==> src/rtl/lcd_pkg.sv <==
// Shared definitions for the LCD pixel-writer command path.
package lcd_pkg;

  // Default display geometry
  localparam int unsigned H_DISP_DEF   = 1024;
  localparam int unsigned V_DISP_DEF   = 600;

  // Default sequencer timing
  localparam int unsigned BUSY_TMO_DEF = 1023;
  localparam int unsigned GAP_CYC_DEF  = 2;

  // Span record field widths
  localparam int unsigned SPAN_X_W   = 16;
  localparam int unsigned SPAN_Y_W   = 16;
  localparam int unsigned SPAN_LEN_W = 24;
  localparam int unsigned SPAN_PIX_W = 24;

  // RGB888 colour constants shared with the writer
  localparam logic [23:0] BLACK = 24'h000000;
  localparam logic [23:0] RED   = 24'hFF0000;
  localparam logic [23:0] GREEN = 24'h00FF00;
  localparam logic [23:0] BLUE  = 24'h0000FF;
  localparam logic [23:0] WHITE = 24'hFFFFFF;

  // Span sequencer FSM states
  typedef enum logic [2:0] {
    ST_IDLE,
    ST_CLIP,
    ST_ARM,
    ST_WAIT_BUSY,
    ST_WAIT_DONE,
    ST_GAP,
    ST_RETIRE
  } seq_state_t;

endpackage

==> src/rtl/lcd_rect_span_sequencer_if.sv <==
// Command handshake and writer span bus of the rectangle span sequencer.
// slave: the sequencer itself; master: command source plus pixel writer.
interface lcd_rect_span_sequencer_if;
  import lcd_pkg::*;

  logic                  sys_vaild;
  logic                  cmd_valid;
  logic                  cmd_ready;
  logic [15:0]           cmd_x;
  logic [15:0]           cmd_y;
  logic [15:0]           cmd_w;
  logic [15:0]           cmd_h;
  logic [23:0]           cmd_color;
  logic [SPAN_X_W-1:0]   span_x;
  logic [SPAN_Y_W-1:0]   span_y;
  logic [SPAN_LEN_W-1:0] span_len;
  logic [SPAN_PIX_W-1:0] span_pixel;
  logic                  span_enable;
  logic                  span_busy;
  logic                  done;
  logic                  rejected;
  logic                  timeout;

  modport slave (
    input  sys_vaild, cmd_valid, cmd_x, cmd_y, cmd_w, cmd_h, cmd_color, span_busy,
    output cmd_ready, span_x, span_y, span_len, span_pixel, span_enable,
    output done, rejected, timeout
  );

  modport master (
    output sys_vaild, cmd_valid, cmd_x, cmd_y, cmd_w, cmd_h, cmd_color, span_busy,
    input  cmd_ready, span_x, span_y, span_len, span_pixel, span_enable,
    input  done, rejected, timeout
  );

endinterface

==> src/rtl/lcd_rect_clip.sv <==
// Combinational clip of a rectangle against the visible display area.
module lcd_rect_clip
  import lcd_pkg::*;
#(
  parameter int unsigned H_DISP = H_DISP_DEF,
  parameter int unsigned V_DISP = V_DISP_DEF
) (
  input  logic [15:0] x,
  input  logic [15:0] y,
  input  logic [15:0] w,
  input  logic [15:0] h,
  output logic        reject,
  output logic [16:0] w_eff,
  output logic [16:0] h_eff
);

  logic [16:0] room_x;
  logic [16:0] room_y;

  // Reject off-screen or empty rectangles; clamp extent to the remaining room
  always_comb begin
    reject = ({1'b0, x} >= 17'(H_DISP)) || ({1'b0, y} >= 17'(V_DISP)) ||
             (w == '0) || (h == '0);
    room_x = 17'(H_DISP) - {1'b0, x};
    room_y = 17'(V_DISP) - {1'b0, y};
    w_eff  = ({1'b0, w} < room_x) ? {1'b0, w} : room_x;
    h_eff  = ({1'b0, h} < room_y) ? {1'b0, h} : room_y;
  end

endmodule

==> src/rtl/lcd_rect_span_sequencer.sv <==
// Rectangle-fill command sequencer: clips the rectangle and issues one
// horizontal span per row to the SDRAM pixel writer.
module lcd_rect_span_sequencer
  import lcd_pkg::*;
#(
  parameter int unsigned H_DISP   = H_DISP_DEF,
  parameter int unsigned V_DISP   = V_DISP_DEF,
  parameter int unsigned BUSY_TMO = BUSY_TMO_DEF,
  parameter int unsigned GAP_CYC  = GAP_CYC_DEF
) (
  input  logic                       clk,
  input  logic                       rst_n,
  lcd_rect_span_sequencer_if.slave   bus
);

  localparam logic [9:0] TMO_LAST = 10'(BUSY_TMO - 1);
  localparam logic [7:0] GAP_LAST = 8'(GAP_CYC - 1);

  seq_state_t state;

  logic [15:0] x_q, y_q, w_q, h_q;
  logic [23:0] color_q;
  logic [16:0] w_eff_q, h_eff_q;
  logic [16:0] row;
  logic [9:0]  tmo_cnt;
  logic [7:0]  gap_cnt;

  logic                  cmd_ready_q;
  logic [SPAN_X_W-1:0]   span_x_q;
  logic [SPAN_Y_W-1:0]   span_y_q;
  logic [SPAN_LEN_W-1:0] span_len_q;
  logic [SPAN_PIX_W-1:0] span_pixel_q;
  logic                  span_enable_q;
  logic                  done_q, rejected_q, timeout_q;

  logic        clip_reject;
  logic [16:0] clip_w, clip_h;

  lcd_rect_clip #(
    .H_DISP (H_DISP),
    .V_DISP (V_DISP)
  ) u_clip (
    .x      (x_q),
    .y      (y_q),
    .w      (w_q),
    .h      (h_q),
    .reject (clip_reject),
    .w_eff  (clip_w),
    .h_eff  (clip_h)
  );

  // Command FSM with row, timeout and gap counters; all outputs registered
  always_ff @(posedge clk or negedge rst_n) begin
    if (!rst_n) begin
      state         <= ST_IDLE;
      x_q           <= '0;
      y_q           <= '0;
      w_q           <= '0;
      h_q           <= '0;
      color_q       <= '0;
      w_eff_q       <= '0;
      h_eff_q       <= '0;
      row           <= '0;
      tmo_cnt       <= '0;
      gap_cnt       <= '0;
      cmd_ready_q   <= 1'b0;
      span_x_q      <= '0;
      span_y_q      <= '0;
      span_len_q    <= '0;
      span_pixel_q  <= '0;
      span_enable_q <= 1'b0;
      done_q        <= 1'b0;
      rejected_q    <= 1'b0;
      timeout_q     <= 1'b0;
    end else begin
      case (state)
        ST_IDLE: begin
          if (bus.cmd_valid && cmd_ready_q) begin
            x_q         <= bus.cmd_x;
            y_q         <= bus.cmd_y;
            w_q         <= bus.cmd_w;
            h_q         <= bus.cmd_h;
            color_q     <= bus.cmd_color;
            cmd_ready_q <= 1'b0;
            state       <= ST_CLIP;
          end else begin
            cmd_ready_q <= 1'b1;
          end
        end
        ST_CLIP: begin
          w_eff_q <= clip_w;
          h_eff_q <= clip_h;
          row     <= '0;
          if (clip_reject) begin
            done_q     <= 1'b1;
            rejected_q <= 1'b1;
            state      <= ST_RETIRE;
          end else begin
            state <= ST_ARM;
          end
        end
        ST_ARM: begin
          if (bus.sys_vaild && !bus.span_busy) begin
            span_x_q      <= x_q;
            span_y_q      <= y_q + row[15:0];
            span_len_q    <= SPAN_LEN_W'(w_eff_q);
            span_pixel_q  <= color_q;
            span_enable_q <= 1'b1;
            tmo_cnt       <= '0;
            state         <= ST_WAIT_BUSY;
          end
        end
        ST_WAIT_BUSY: begin
          // busy wins over a simultaneous timeout expiry
          if (bus.span_busy) begin
            span_enable_q <= 1'b0;
            state         <= ST_WAIT_DONE;
          end else if (tmo_cnt == TMO_LAST) begin
            span_enable_q <= 1'b0;
            done_q        <= 1'b1;
            timeout_q     <= 1'b1;
            state         <= ST_RETIRE;
          end else begin
            tmo_cnt <= tmo_cnt + 10'd1;
          end
        end
        ST_WAIT_DONE: begin
          if (!bus.span_busy) begin
            row <= row + 17'd1;
            if (row + 17'd1 == h_eff_q) begin
              done_q <= 1'b1;
              state  <= ST_RETIRE;
            end else begin
              gap_cnt <= '0;
              state   <= ST_GAP;
            end
          end
        end
        ST_GAP: begin
          if (gap_cnt == GAP_LAST) begin
            state <= ST_ARM;
          end else begin
            gap_cnt <= gap_cnt + 8'd1;
          end
        end
        ST_RETIRE: begin
          done_q      <= 1'b0;
          rejected_q  <= 1'b0;
          timeout_q   <= 1'b0;
          cmd_ready_q <= 1'b1;
          state       <= ST_IDLE;
        end
        default: state <= ST_IDLE;
      endcase
    end
  end

  assign bus.cmd_ready   = cmd_ready_q;
  assign bus.span_x      = span_x_q;
  assign bus.span_y      = span_y_q;
  assign bus.span_len    = span_len_q;
  assign bus.span_pixel  = span_pixel_q;
  assign bus.span_enable = span_enable_q;
  assign bus.done        = done_q;
  assign bus.rejected    = rejected_q;
  assign bus.timeout     = timeout_q;

endmodule
==> src/flat_wrapper.sv <==
// flat-port wrapper written by rule: the top's interface ports become plain ports
module lcd_rect_span_sequencer_flat import lcd_pkg::*;
#(
  parameter int unsigned H_DISP   = H_DISP_DEF,
  parameter int unsigned V_DISP   = V_DISP_DEF,
  parameter int unsigned BUSY_TMO = BUSY_TMO_DEF,
  parameter int unsigned GAP_CYC  = GAP_CYC_DEF
)
  (clk, rst_n, bus_sys_vaild, bus_cmd_valid, bus_cmd_x, bus_cmd_y, bus_cmd_w, bus_cmd_h, bus_cmd_color, bus_span_busy, bus_cmd_ready, bus_span_x, bus_span_y, bus_span_len, bus_span_pixel, bus_span_enable, bus_done, bus_rejected, bus_timeout);
  lcd_rect_span_sequencer_if bus_i ();
  input  logic clk;
  input  logic rst_n;
  input wire logic [$bits(bus_i.sys_vaild)-1:0] bus_sys_vaild;
  input wire logic [$bits(bus_i.cmd_valid)-1:0] bus_cmd_valid;
  input wire logic [$bits(bus_i.cmd_x)-1:0] bus_cmd_x;
  input wire logic [$bits(bus_i.cmd_y)-1:0] bus_cmd_y;
  input wire logic [$bits(bus_i.cmd_w)-1:0] bus_cmd_w;
  input wire logic [$bits(bus_i.cmd_h)-1:0] bus_cmd_h;
  input wire logic [$bits(bus_i.cmd_color)-1:0] bus_cmd_color;
  input wire logic [$bits(bus_i.span_busy)-1:0] bus_span_busy;
  output wire logic [$bits(bus_i.cmd_ready)-1:0] bus_cmd_ready;
  output wire logic [$bits(bus_i.span_x)-1:0] bus_span_x;
  output wire logic [$bits(bus_i.span_y)-1:0] bus_span_y;
  output wire logic [$bits(bus_i.span_len)-1:0] bus_span_len;
  output wire logic [$bits(bus_i.span_pixel)-1:0] bus_span_pixel;
  output wire logic [$bits(bus_i.span_enable)-1:0] bus_span_enable;
  output wire logic [$bits(bus_i.done)-1:0] bus_done;
  output wire logic [$bits(bus_i.rejected)-1:0] bus_rejected;
  output wire logic [$bits(bus_i.timeout)-1:0] bus_timeout;
  assign bus_i.sys_vaild = bus_sys_vaild;
  assign bus_i.cmd_valid = bus_cmd_valid;
  assign bus_i.cmd_x = bus_cmd_x;
  assign bus_i.cmd_y = bus_cmd_y;
  assign bus_i.cmd_w = bus_cmd_w;
  assign bus_i.cmd_h = bus_cmd_h;
  assign bus_i.cmd_color = bus_cmd_color;
  assign bus_i.span_busy = bus_span_busy;
  assign bus_cmd_ready = bus_i.cmd_ready;
  assign bus_span_x = bus_i.span_x;
  assign bus_span_y = bus_i.span_y;
  assign bus_span_len = bus_i.span_len;
  assign bus_span_pixel = bus_i.span_pixel;
  assign bus_span_enable = bus_i.span_enable;
  assign bus_done = bus_i.done;
  assign bus_rejected = bus_i.rejected;
  assign bus_timeout = bus_i.timeout;
  lcd_rect_span_sequencer #(.H_DISP(H_DISP), .V_DISP(V_DISP), .BUSY_TMO(BUSY_TMO), .GAP_CYC(GAP_CYC)) u_core (.clk(clk), .rst_n(rst_n), .bus(bus_i));
endmodule
==> config.mk <==
export PLATFORM = sky130hd
export DESIGN_NAME = lcd_rect_span_sequencer_flat
export DESIGN_NICKNAME = d
export VERILOG_FILES = /design/src/rtl/lcd_pkg.sv /design/src/rtl/lcd_rect_span_sequencer_if.sv /design/src/rtl/lcd_rect_clip.sv /design/src/rtl/lcd_rect_span_sequencer.sv /design/src/flat_wrapper.sv
export SDC_FILE = /design/constraint.sdc
export NUM_CORES = 1
export LEC_CHECK = 0
export ABC_AREA = 1
export BUFFER_PORTS_ARGS = -buffer_cell sky130_fd_sc_hd__buf_2
export CAP_MARGIN = 10
export CORE_MARGIN = 3
export CORE_UTILIZATION = 51
export CTS_CLUSTER_SIZE = 24
export DETAILED_ROUTE_END_ITERATION = 8
export HOLD_SLACK_MARGIN = 0.1
export PLACE_DENSITY = 0.75
export SYNTH_ARGS = -nofsm -noshare
export SYNTH_HDL_FRONTEND = slang
export SYNTH_SLANG_ARGS = --single-unit
==> constraint.sdc <==
create_clock -name clk -period 3 [get_ports clk]
set_input_delay 0.3 -clock clk [delete_from_list [all_inputs] [get_ports clk]]
set_output_delay 0.3 -clock clk [all_outputs]
set_load 0.005 [all_outputs]
==> results of run 1 <==
==> layout make-up <==
| cell class | count | area, um^2 |
|---|---|---|
| Timing Repair Buffer | 307 | 2180 |
| Clock buffer | 34 | 689 |
| Multi-Input combinational cell | 1104 | 5770 |
| Clock inverter | 10 | 111 |
| Inverter | 167 | 627 |
| Sequential cell | 238 | 5960 |
| Tap cell | 319 | 399 |
| Fill cell | 1961 | 8020 |
==> through the flow <==
step,util (%),cells
2_1_floorplan,-,1568
6_report,66.3,2179
3_5_place_dp,58.1,2034
5_1_grt,66.3,2179
3_3_place_gp,58.1,2034
4_1_cts,65.3,2167
==> flip-flops by register name, indices dropped and copies added, names as in the netlist <==
signal	cells
u_core.bus.span_len	17
u_core.y_q	16
u_core.h_eff_q	17
u_core.bus.cmd_ready	1
u_core.x_q	16
u_core.h_q	16
u_core.bus.span_enable	1
u_core.color_q	24
u_core.state	3
u_core.bus.rejected	1
u_core.w_q	16
u_core.bus.timeout	1
u_core.bus.span_y	16
u_core.w_eff_q	17
u_core.tmo_cnt	10
u_core.row	17
u_core.gap_cnt	8
u_core.bus.done	1
u_core.bus.span_pixel	24
u_core.bus.span_x	16
==> worst max-delay path, delay by kind of cell (launching register included) <==
| family | cells | cell delay, ns |
|---|---|---|
| and+or+nand+nor | 9 | 0.85 |
| AOI/OAI and AO/OA | 3 | 0.58 |
| DFF | 1 | 0.38 |
| buffers and inverters | 3 | 0.38 |
| adders and majority gates | 1 | 0.30 |
| xor gates and xnor gates | 1 | 0.23 |
==> path summary, 6_finish.rpt <==
path | from | endpoint | slack, ns
min | bus_cmd_valid | u_core.bus.cmd_ready | 0.16
max reg2reg | u_core.x_q[0] | u_core.w_eff_q[5] | 0.16
min reg2reg | u_core.tmo_cnt[3] | u_core.tmo_cnt[3] | 0.46
min in group asynchronous | rst_n | u_core.bus.span_pixel[13] | 0.34
max in group asynchronous | rst_n | u_core.h_q[8] | 1.81
max | u_core.x_q[0] | u_core.w_eff_q[5] | 0.16
==> kinds of logic after synthesis <==
group / synth area share [%]
simple gates: 25.3
compound gates: 10.7
flops: 47.8
buf+inv: 7.34
fa+ha+maj: 5.38
xor+xnor: 3.42
other cells: 0.0301
==> cells in the final DEF (no fill, tap or decap), drive strengths merged, types with 2 or more instances in the layout <==
cell type,count
nand3,116
o31ai,4
nor3,17
bufinv,2
nand4,24
buf,218
a21oi,38
clkinv,8
a21o,3
xor2,40
o22ai,11
dlygate4sd3,89
nand3b,7
inv,167
nor2,79
dfrtp,238
and2,2
ha,52
a31oi,2
or2,5
o21ai,184
conb,7
nand2,490
clkbuf,34
nor4,4
a211oi,6
xnor2,6
==> metal layers <==
layer,up-vias,routed length [um]
li1,5615,-
met1,5525,15700
met2,455,16800
met3,77,2350
met4,0,913
met5,-,0
==> power by group through the flow <==
stage	clock [mW]	sequential [mW]	combinational [mW]
after global routing	3.29	5.74	7.59
final	3.11	5.61	6.74
after detailed placement	0	5.59	6.22
after global placement	0	5.56	6.02
after CTS	3.16	5.56	6.36
after floorplan	0	5.38	4.05
==> what timing repair did <==
item	in CTS	in global routing
resized for setup	3	45
endpoints found under the hold margin	170	0
endpoints found under the setup margin	10	32
hold buffers	89	0
pin swaps	0	10
buffers inserted	0	11
gates cloned	0	1
==> run summary, run 1 <==
CTS tree: built
final hold violations: 0
Core Rows: 56
first-pass GRT wire length: 58300 um
clock sink total: 238
die area: 0.0263 mm^2
Worst EP arrival: 3.26 ns
Pre-antenna DRT Iters: 6
Startpoint Class: flop
most frequent CP cell: nand3_1
grt met1 use: 38.0%
WP data required: 3.42 ns
TritonCTS Buffers: 25
hold path depth: 4
Post-synth EDFFs: 0
Hold WS: 0.165 ns
run status: completed
vias per cell: 5.36
CTS max path bufs: 3
antenna-violating nets left: 0
Clock transition at path regs: 0.06 ns
Worst Setup Path Type: reg -> reg
initial core utilization: 52.4%
Crit Path Max Fanout: 5
post-synthesis cell type count: 48
number of global-route vias before repair: 11400
slowest stage delay, CP: 0.38 ns
NetSw: 6.42 mW
Lkg Pwr: 7.99 nW
Die W: 162 um
I/O pins: 178
clock power share: 20.1%
Final setup viols: 0
GRT Overall Usage: 27.1%
Root Driver: clkbuf_16
pre-CTS setup slack: -0.0405 ns
Core Area: 0.0238 mm^2
post-route setup TNS: 0 ns
Worst Setup End Kind: flop
fin. max-slew vios: 0
sequential share of the synthesized area: 47.8%
top post-synthesis cells by count: nand2_1, dfrtp_1, o21ai_0
Post-DP Area: 0.0138 mm^2
ordered list of cells on the worst path: inv_2 > nand3_1 > nor2_1 > nand2_2 > nor2_4 > buf_4 > xor2_1 > ha_1 > nand2_1 > nor2_1 > a211oi_1 > o21ai_0 > a21oi_2 > buf_4 > nand3_1 > nand3_1 > nand2_1
largest net degree at the start of global routing: 102
total power draw: 15.5 mW
combinational power share: 43.6%
share of cells above drive strength 1: 17.0%
Reg power frac: 36.3%
First DRT Iteration DRCs: 1036
Cell Int Power: 9.03 mW
# nets final: 1989
f_max: 0.352 GHz
Post-DP HPWL: 24300 um
area leader, netlist: dfrtp_1
GP Congestion: 0.928
clk_lat worst skew: 0.53 ns
most common cell in the netlist: nand2_1
Max stage delay cell, worst path: dfrtp_1
#FFs+latches synth: 238
Mean Syn Cell Area: 7.97 um^2
Final Cell Area: 0.0157 mm^2
n_diodes: 0
synth warn: 0
Tcrit/Tclk final: 94.6%
min cycle time layout: 2.84 ns
Register-to-Register Path Depth: 17
die height: 162 um
H-tree lvl count: 1
via count: 11700
Cells after Synth: 1562
Mapped Area: 0.0125 mm^2
GR peak layer: met2
grt met3 use: 3.67%
buffers added on ports: 170
power per cell area: 982 mW/mm^2
initial antenna violation count: 0
most used flip-flop cell after synthesis: dfrtp_1
final WL: 35700 um
max-capacitance violation count: 0
worst hold path class: in -> reg
GRT overflow: 0
Peak VDD IR: 0.630 mV
minimum setup slack in the final design: 0.161 ns
DR WL/cell: 16.4 um
Synth area leaders: dfrtp_1, nand2_1, o21ai_0
area grow syn2layout: 26.3%
DRC: 0
switch share: 41.6%
Worst Tran Pin Value: 0.733 ns
Max-slew headroom: 50.7%
asr flop ratio synth: 100%
Worst Skew: 0.00714 ns
met2 Use GR: 44.4%
Synth top area share: 47.8%
(Power assumes the default switching activity.)
==> inputs of run 2 (changes only) <==
--- a/config.mk
+++ b/config.mk
@@ -6,7 +6,7 @@
 export NUM_CORES = 1
 export LEC_CHECK = 0
 export ABC_AREA = 1
-export BUFFER_PORTS_ARGS = -buffer_cell sky130_fd_sc_hd__buf_2
+export BUFFER_PORTS_ARGS = -buffer_cell sky130_fd_sc_hd__clkbuf_2
 export CAP_MARGIN = 10
 export CORE_MARGIN = 3
 export CORE_UTILIZATION = 51
==> run summary, run 2 (same netlist as run 1, synthesis figures left out) <==
DR WL/cell: 16.0 um
share of cells above drive strength 1: 17.9%
initial antenna violation count: 0
Post-DP HPWL: 24700 um
clock sink total: 238
Final Cell Area: 0.0159 mm^2
power per cell area: 989 mW/mm^2
Max-slew headroom: 47.2%
hold path depth: 4
CTS tree: built
DRC: 0
Tcrit/Tclk final: 95.8%
worst hold path class: in -> reg
I/O pins: 178
first-pass GRT wire length: 56900 um
final WL: 34900 um
Met1 Wirelength: 15300 um
via count: 11600
Worst Tran Pin Value: 0.785 ns
RSZ-0062 raised after global routing: true
Worst Skew: 0.0148 ns
max-capacitance violation count: 0
Root Driver: clkbuf_16
initial core utilization: 52.4%
clk_lat worst skew: 0.53 ns
Routed met3 length: 2230 um
most common cell after layout, fill and taps aside: nand2_1
Worst Setup Path Type: reg -> reg
Final setup viols: 0
Worst Setup End Kind: flop
n_diodes: 0
# nets final: 1996
Register-to-Register Path Depth: 20
CP Depth: 20
vias per cell: 5.32
CTS max path bufs: 3
Startpoint Class: flop
run status: completed
Pre-antenna DRT Iters: 5
Core Rows: 56
final hold violations: 0
Max stage delay cell, worst path: dfrtp_1
die area: 0.0263 mm^2
Core Area: 0.0238 mm^2
most frequent CP cell: nand2_2
Top Metal Used: met4
most frequent cells in the layout: nand2_1, dfrtp_1, o21ai_0, clkbuf_2, inv_1
min cycle time layout: 2.87 ns
utilization after layout: 67.0%
met2 routed WL: 16400 um
Crit Path Max Fanout: 8
slowest stage delay, CP: 0.39 ns
number of global-route vias before repair: 11300
antenna-violating nets left: 0
largest net degree at the start of global routing: 91
Lkg Pwr: 8.07 nW
First DRT Iteration DRCs: 937
TritonCTS Buffers: 26
Die W: 162 um
H-tree lvl count: 1
f_max: 0.348 GHz
post-route setup TNS: 0 ns
total power draw: 15.7 mW
GRT overflow: 0
area grow syn2layout: 27.8%
buffers added on ports: 170
ordered list of cells on the worst path: inv_2 > ha_4 > nand2_2 > nand2_2 > o21ai_4 > o21ai_2 > nand2_2 > o21ai_1 > o21ai_0 > ha_1 > a21oi_2 > o21ai_0 > nand4_1 > nand3_2 > nor2_4 > nand2_2 > buf_6 > nand2_1 > nand3_1 > nand2_1
GP Congestion: 0.938
kind of cell adding the most delay to the critical path: simple AND/OR/NAND/NOR gates
WP data required: 3.47 ns
GRT Overall Usage: 26.4%
die height: 162 um
Post-DP Area: 0.0138 mm^2
Worst EP arrival: 3.35 ns
Buf/Inv on CP: 2
fin. max-slew vios: 0
Peak VDD IR: 0.561 mV
Clock transition at path regs: 0.06 ns
-- run 2: cell count changes in the layout (fill, tap and decap cells not counted), moves of 3 or more --
cell,previous run,this run
buf_2,169,1
clkbuf_8,3,6
a21oi_1,36,31
clkbuf_2,0,169
buf_6,2,5
a21oi_2,2,6
clkbuf_1,6,2
-- run 2: report_power, final --
group / switching, mW / total (mW) / internal, mW
sequential: 1.04 / 5.64 / 4.60
clock: 1.32 / 3.28 / 1.96
combinational: 4.12 / 6.82 / 2.70
-- run 2: worst min-delay path: cells and delay by family --
kind	cells	cell delay (ns)
AND/OR/NAND/NOR	3	0.27
buffers and inverters	1	0.08
-- run 2: area by class of cell --
| class | instances | area [um^2] |
|---|---|---|
| inverter | 167 | 627 |
| clock inverter | 12 | 123 |
| timing repair buffer | 312 | 2220 |
| sequential | 238 | 5960 |
| fill | 1909 | 7840 |
| clock buffer | 35 | 766 |
| tap | 319 | 399 |
| multi-input combinational | 1105 | 5830 |
-- run 2: what timing repair did --
item                       in CTS  in global routing
hold endpoints to repair      172                  0
hold buffers                   89                  0
resized for setup               2                 58
pin swaps                       0                 21
cloned                          0                  3
setup endpoints to repair      24                 32
setup buffers                   0                 11
-- run 2: metrics by stage --
step | worst slack, ns | hold slack, ns | instances
final | 0.126 | 0.177 | 2188
after global routing | -0.0891 | 0.212 | 2188
after CTS | 0.0135 | 0.164 | 2174
after detailed placement | -0.0922 | 0.349 | 2038
after global placement | 0.0664 | 0.345 | 2038
after floorplan | 0.196 | 0.00441 | 1568
-- run 2: routing by layer --
layer | track usage [%] | vias up
met5 | 0 | -
met4 | 7.41 | 0
met3 | 3.24 | 88
met1 | 37.2 | 5479
li1 | - | 5622
met2 | 43.2 | 441
-- run 2: path summary, 6_finish.rpt --
| kind | from | slack [ns] | to |
|---|---|---|---|
| min | bus_cmd_valid | 0.18 | u_core.bus.cmd_ready |
| max reg2reg | u_core.y_q[0] | 0.13 | u_core.h_eff_q[0] |
| max in group asynchronous | rst_n | 1.81 | u_core.w_q[6] |
| min reg2reg | u_core.tmo_cnt[3] | 0.47 | u_core.tmo_cnt[3] |
| max | u_core.y_q[0] | 0.13 | u_core.h_eff_q[0] |
| min in group asynchronous | rst_n | 0.36 | u_core.bus.span_pixel[5] |
==> inputs of run 3 (changes only) <==
--- a/config.mk
+++ b/config.mk
@@ -9,11 +9,12 @@
 export BUFFER_PORTS_ARGS = -buffer_cell sky130_fd_sc_hd__clkbuf_2
 export CAP_MARGIN = 10
 export CORE_MARGIN = 3
-export CORE_UTILIZATION = 51
+export CORE_UTILIZATION = 25
 export CTS_CLUSTER_SIZE = 24
 export DETAILED_ROUTE_END_ITERATION = 8
+export GPL_TIMING_DRIVEN = 0
 export HOLD_SLACK_MARGIN = 0.1
-export PLACE_DENSITY = 0.75
+export PLACE_DENSITY = 0.45
 export SYNTH_ARGS = -nofsm -noshare
 export SYNTH_HDL_FRONTEND = slang
 export SYNTH_SLANG_ARGS = --single-unit
==> run summary, run 3 (same netlist as run 1, synthesis figures left out) <==
combinational power share: 43.6%
most frequent cells in the layout: nand2_1, dfrtp_1, clkbuf_2, o21ai_0, inv_1
I/O pins: 178
Worst Tran Pin Value: 0.863 ns
f_max: 0.340 GHz
max-capacitance violation count: 0
Lkg Pwr: 8.36 nW
Final Cell Area: 0.0170 mm^2
share of cells above drive strength 1: 21.5%
GP Congestion: 0.875
CTS tree: built
initial antenna violation count: 0
Worst Skew: 0.0203 ns
run status: completed
via count: 11600
DRC: 0
worst hold path class: in -> reg
clock power share: 22.3%
Startpoint Class: flop
utilization after layout: 34.7%
Reg power frac: 34.1%
Reg area: 0.00596 mm^2
footprint of the multi-input gates: 0.00613 mm^2
post-route setup TNS: 0 ns
pre-CTS setup slack: -0.566 ns
die area: 0.0525 mm^2
# nets final: 2047
WP data required: 3.45 ns
final hold violations: 0
Post-DP HPWL: 32500 um
final WL: 42900 um
antenna-violating nets left: 0
Pre-antenna DRT Iters: 5
Worst Setup Path Type: reg -> reg
buffers added on ports: 170
Worst Setup End Kind: flop
Core Area: 0.0491 mm^2
# fillers: 5243
GRT overflow: 0
Clock transition at path regs: 0.06 ns
clock sink total: 238
n_diodes: 0
min cycle time layout: 2.94 ns
placed cell count: 2404
Tcrit/Tclk final: 98.1%
die height: 229 um
CTS max path bufs: 3
Core Rows: 81
area grow syn2layout: 36.8%
Final setup viols: 0
Crit Path Max Fanout: 6
TritonCTS Buffers: 29
initial core utilization: 25.4%
H-tree lvl count: 1
GRT Overall Usage: 16.1%
largest net degree at the start of global routing: 89
Die W: 229 um
slack of the worst reg-to-reg path: 0.06 ns
minimum setup slack in the final design: 0.0581 ns
Peak VDD IR: 0.432 mV
Post-Layout Cell Count: 2587
most common cell after layout, fill and taps aside: nand2_1
clk_lat worst skew: 0.57 ns
RSZ-0062 raised after global routing: true
Worst EP arrival: 3.39 ns
number of global-route vias before repair: 11700
fin. max-slew vios: 0
Root Driver: clkbuf_16
First DRT Iteration DRCs: 599
Post-DP Area: 0.0142 mm^2
power per cell area: 981 mW/mm^2
NetSw: 6.98 mW
first-pass GRT wire length: 66900 um
Max-slew headroom: 42.5%
DR WL/cell: 16.6 um
Cell Int Power: 9.73 mW
vias per cell: 4.48
switch share: 41.8%
-- run 3: cell count changes in the layout (fill, tap and decap cells not counted), sizes merged, moves of 3 or more --
cell      change
buf          +17
clkbuf       +40
clkinvlp      +3
clkinv        -8
-- run 3: worst max-delay path, cell delays in order, from the launching register on --
cell and delay (ns):
dfrtp_1 0.41, inv_4 0.10, ha_4 0.16, nand2_4 0.06
nor2_4 0.12, nand2_4 0.08, nor2_4 0.14, nand2_2 0.08
nand2_2 0.09, nand2_2 0.05, xor2_1 0.15, ha_1 0.32
nand4_1 0.14, nor3_4 0.27, nand3_4 0.15, nand3b_4 0.15
clkbuf_16 0.15, nand2_1 0.05, nand3_1 0.08, nand2_1 0.06
-- run 3: layout make-up --
| cell class | count | area share [%] |
|---|---|---|
| timing repair buffer | 302 | 12.6 |
| clock inverter | 9 | 0.800 |
| multi-input combinational | 1104 | 36.0 |
| inverter | 167 | 3.71 |
| tap | 664 | 4.88 |
| clock buffer | 44 | 5.18 |
| sequential | 238 | 35.0 |
| buffer | 59 | 1.88 |
-- run 3: final timing paths --
path | depth (start not counted) | start | endpoint
max | 19 | u_core.x_q[0] | u_core.w_eff_q[9]
min | 4 | bus_span_busy | u_core.bus.timeout
max reg2reg | 19 | u_core.x_q[0] | u_core.w_eff_q[9]
min reg2reg | 1 | u_core.tmo_cnt[3] | u_core.tmo_cnt[3]
max in group asynchronous | 4 | rst_n | u_core.y_q[3]
min in group asynchronous | 2 | rst_n | u_core.color_q[14]
-- run 3: layer usage --
metal / global-route usage [%] / wire, um / up-vias
met5: 0 / 0 / -
met4: 3.10 / 722 / 0
met3: 2.19 / 1520 / 47
met2: 26.6 / 19900 / 229
met1: 22.5 / 20700 / 5577
li1: - / - / 5744
-- run 3: what timing repair did --
action | in CTS | in global routing
hold endpoints to repair | 154 | 0
hold buffers | 90 | 0
gates resized for setup | 41 | 112
setup endpoints to repair | 45 | 38
cloned | 0 | 4
pin swaps | 8 | 55
buffers inserted | 23 | 13
-- run 3: power groups by stage --
| stage | logic [mW] | clock network [mW] | registers, mW |
|---|---|---|---|
| floorplan | 4.05 | 0 | 5.38 |
| global placement | 6.16 | 0 | 5.70 |
| detailed placement | 6.25 | 0 | 5.69 |
| CTS | 6.74 | 3.83 | 5.66 |
| global route | 8.29 | 3.96 | 5.87 |
| finish | 7.29 | 3.72 | 5.70 |
-- run 3: stage by stage --
stage | total power [mW] | hold WS [ns]
finish | 16.7 | 0.266
global route | 18.1 | 0.268
CTS | 16.2 | 0.231
detailed placement | 11.9 | 0.350
global placement | 11.9 | 0.457
floorplan | 9.43 | 0.00441
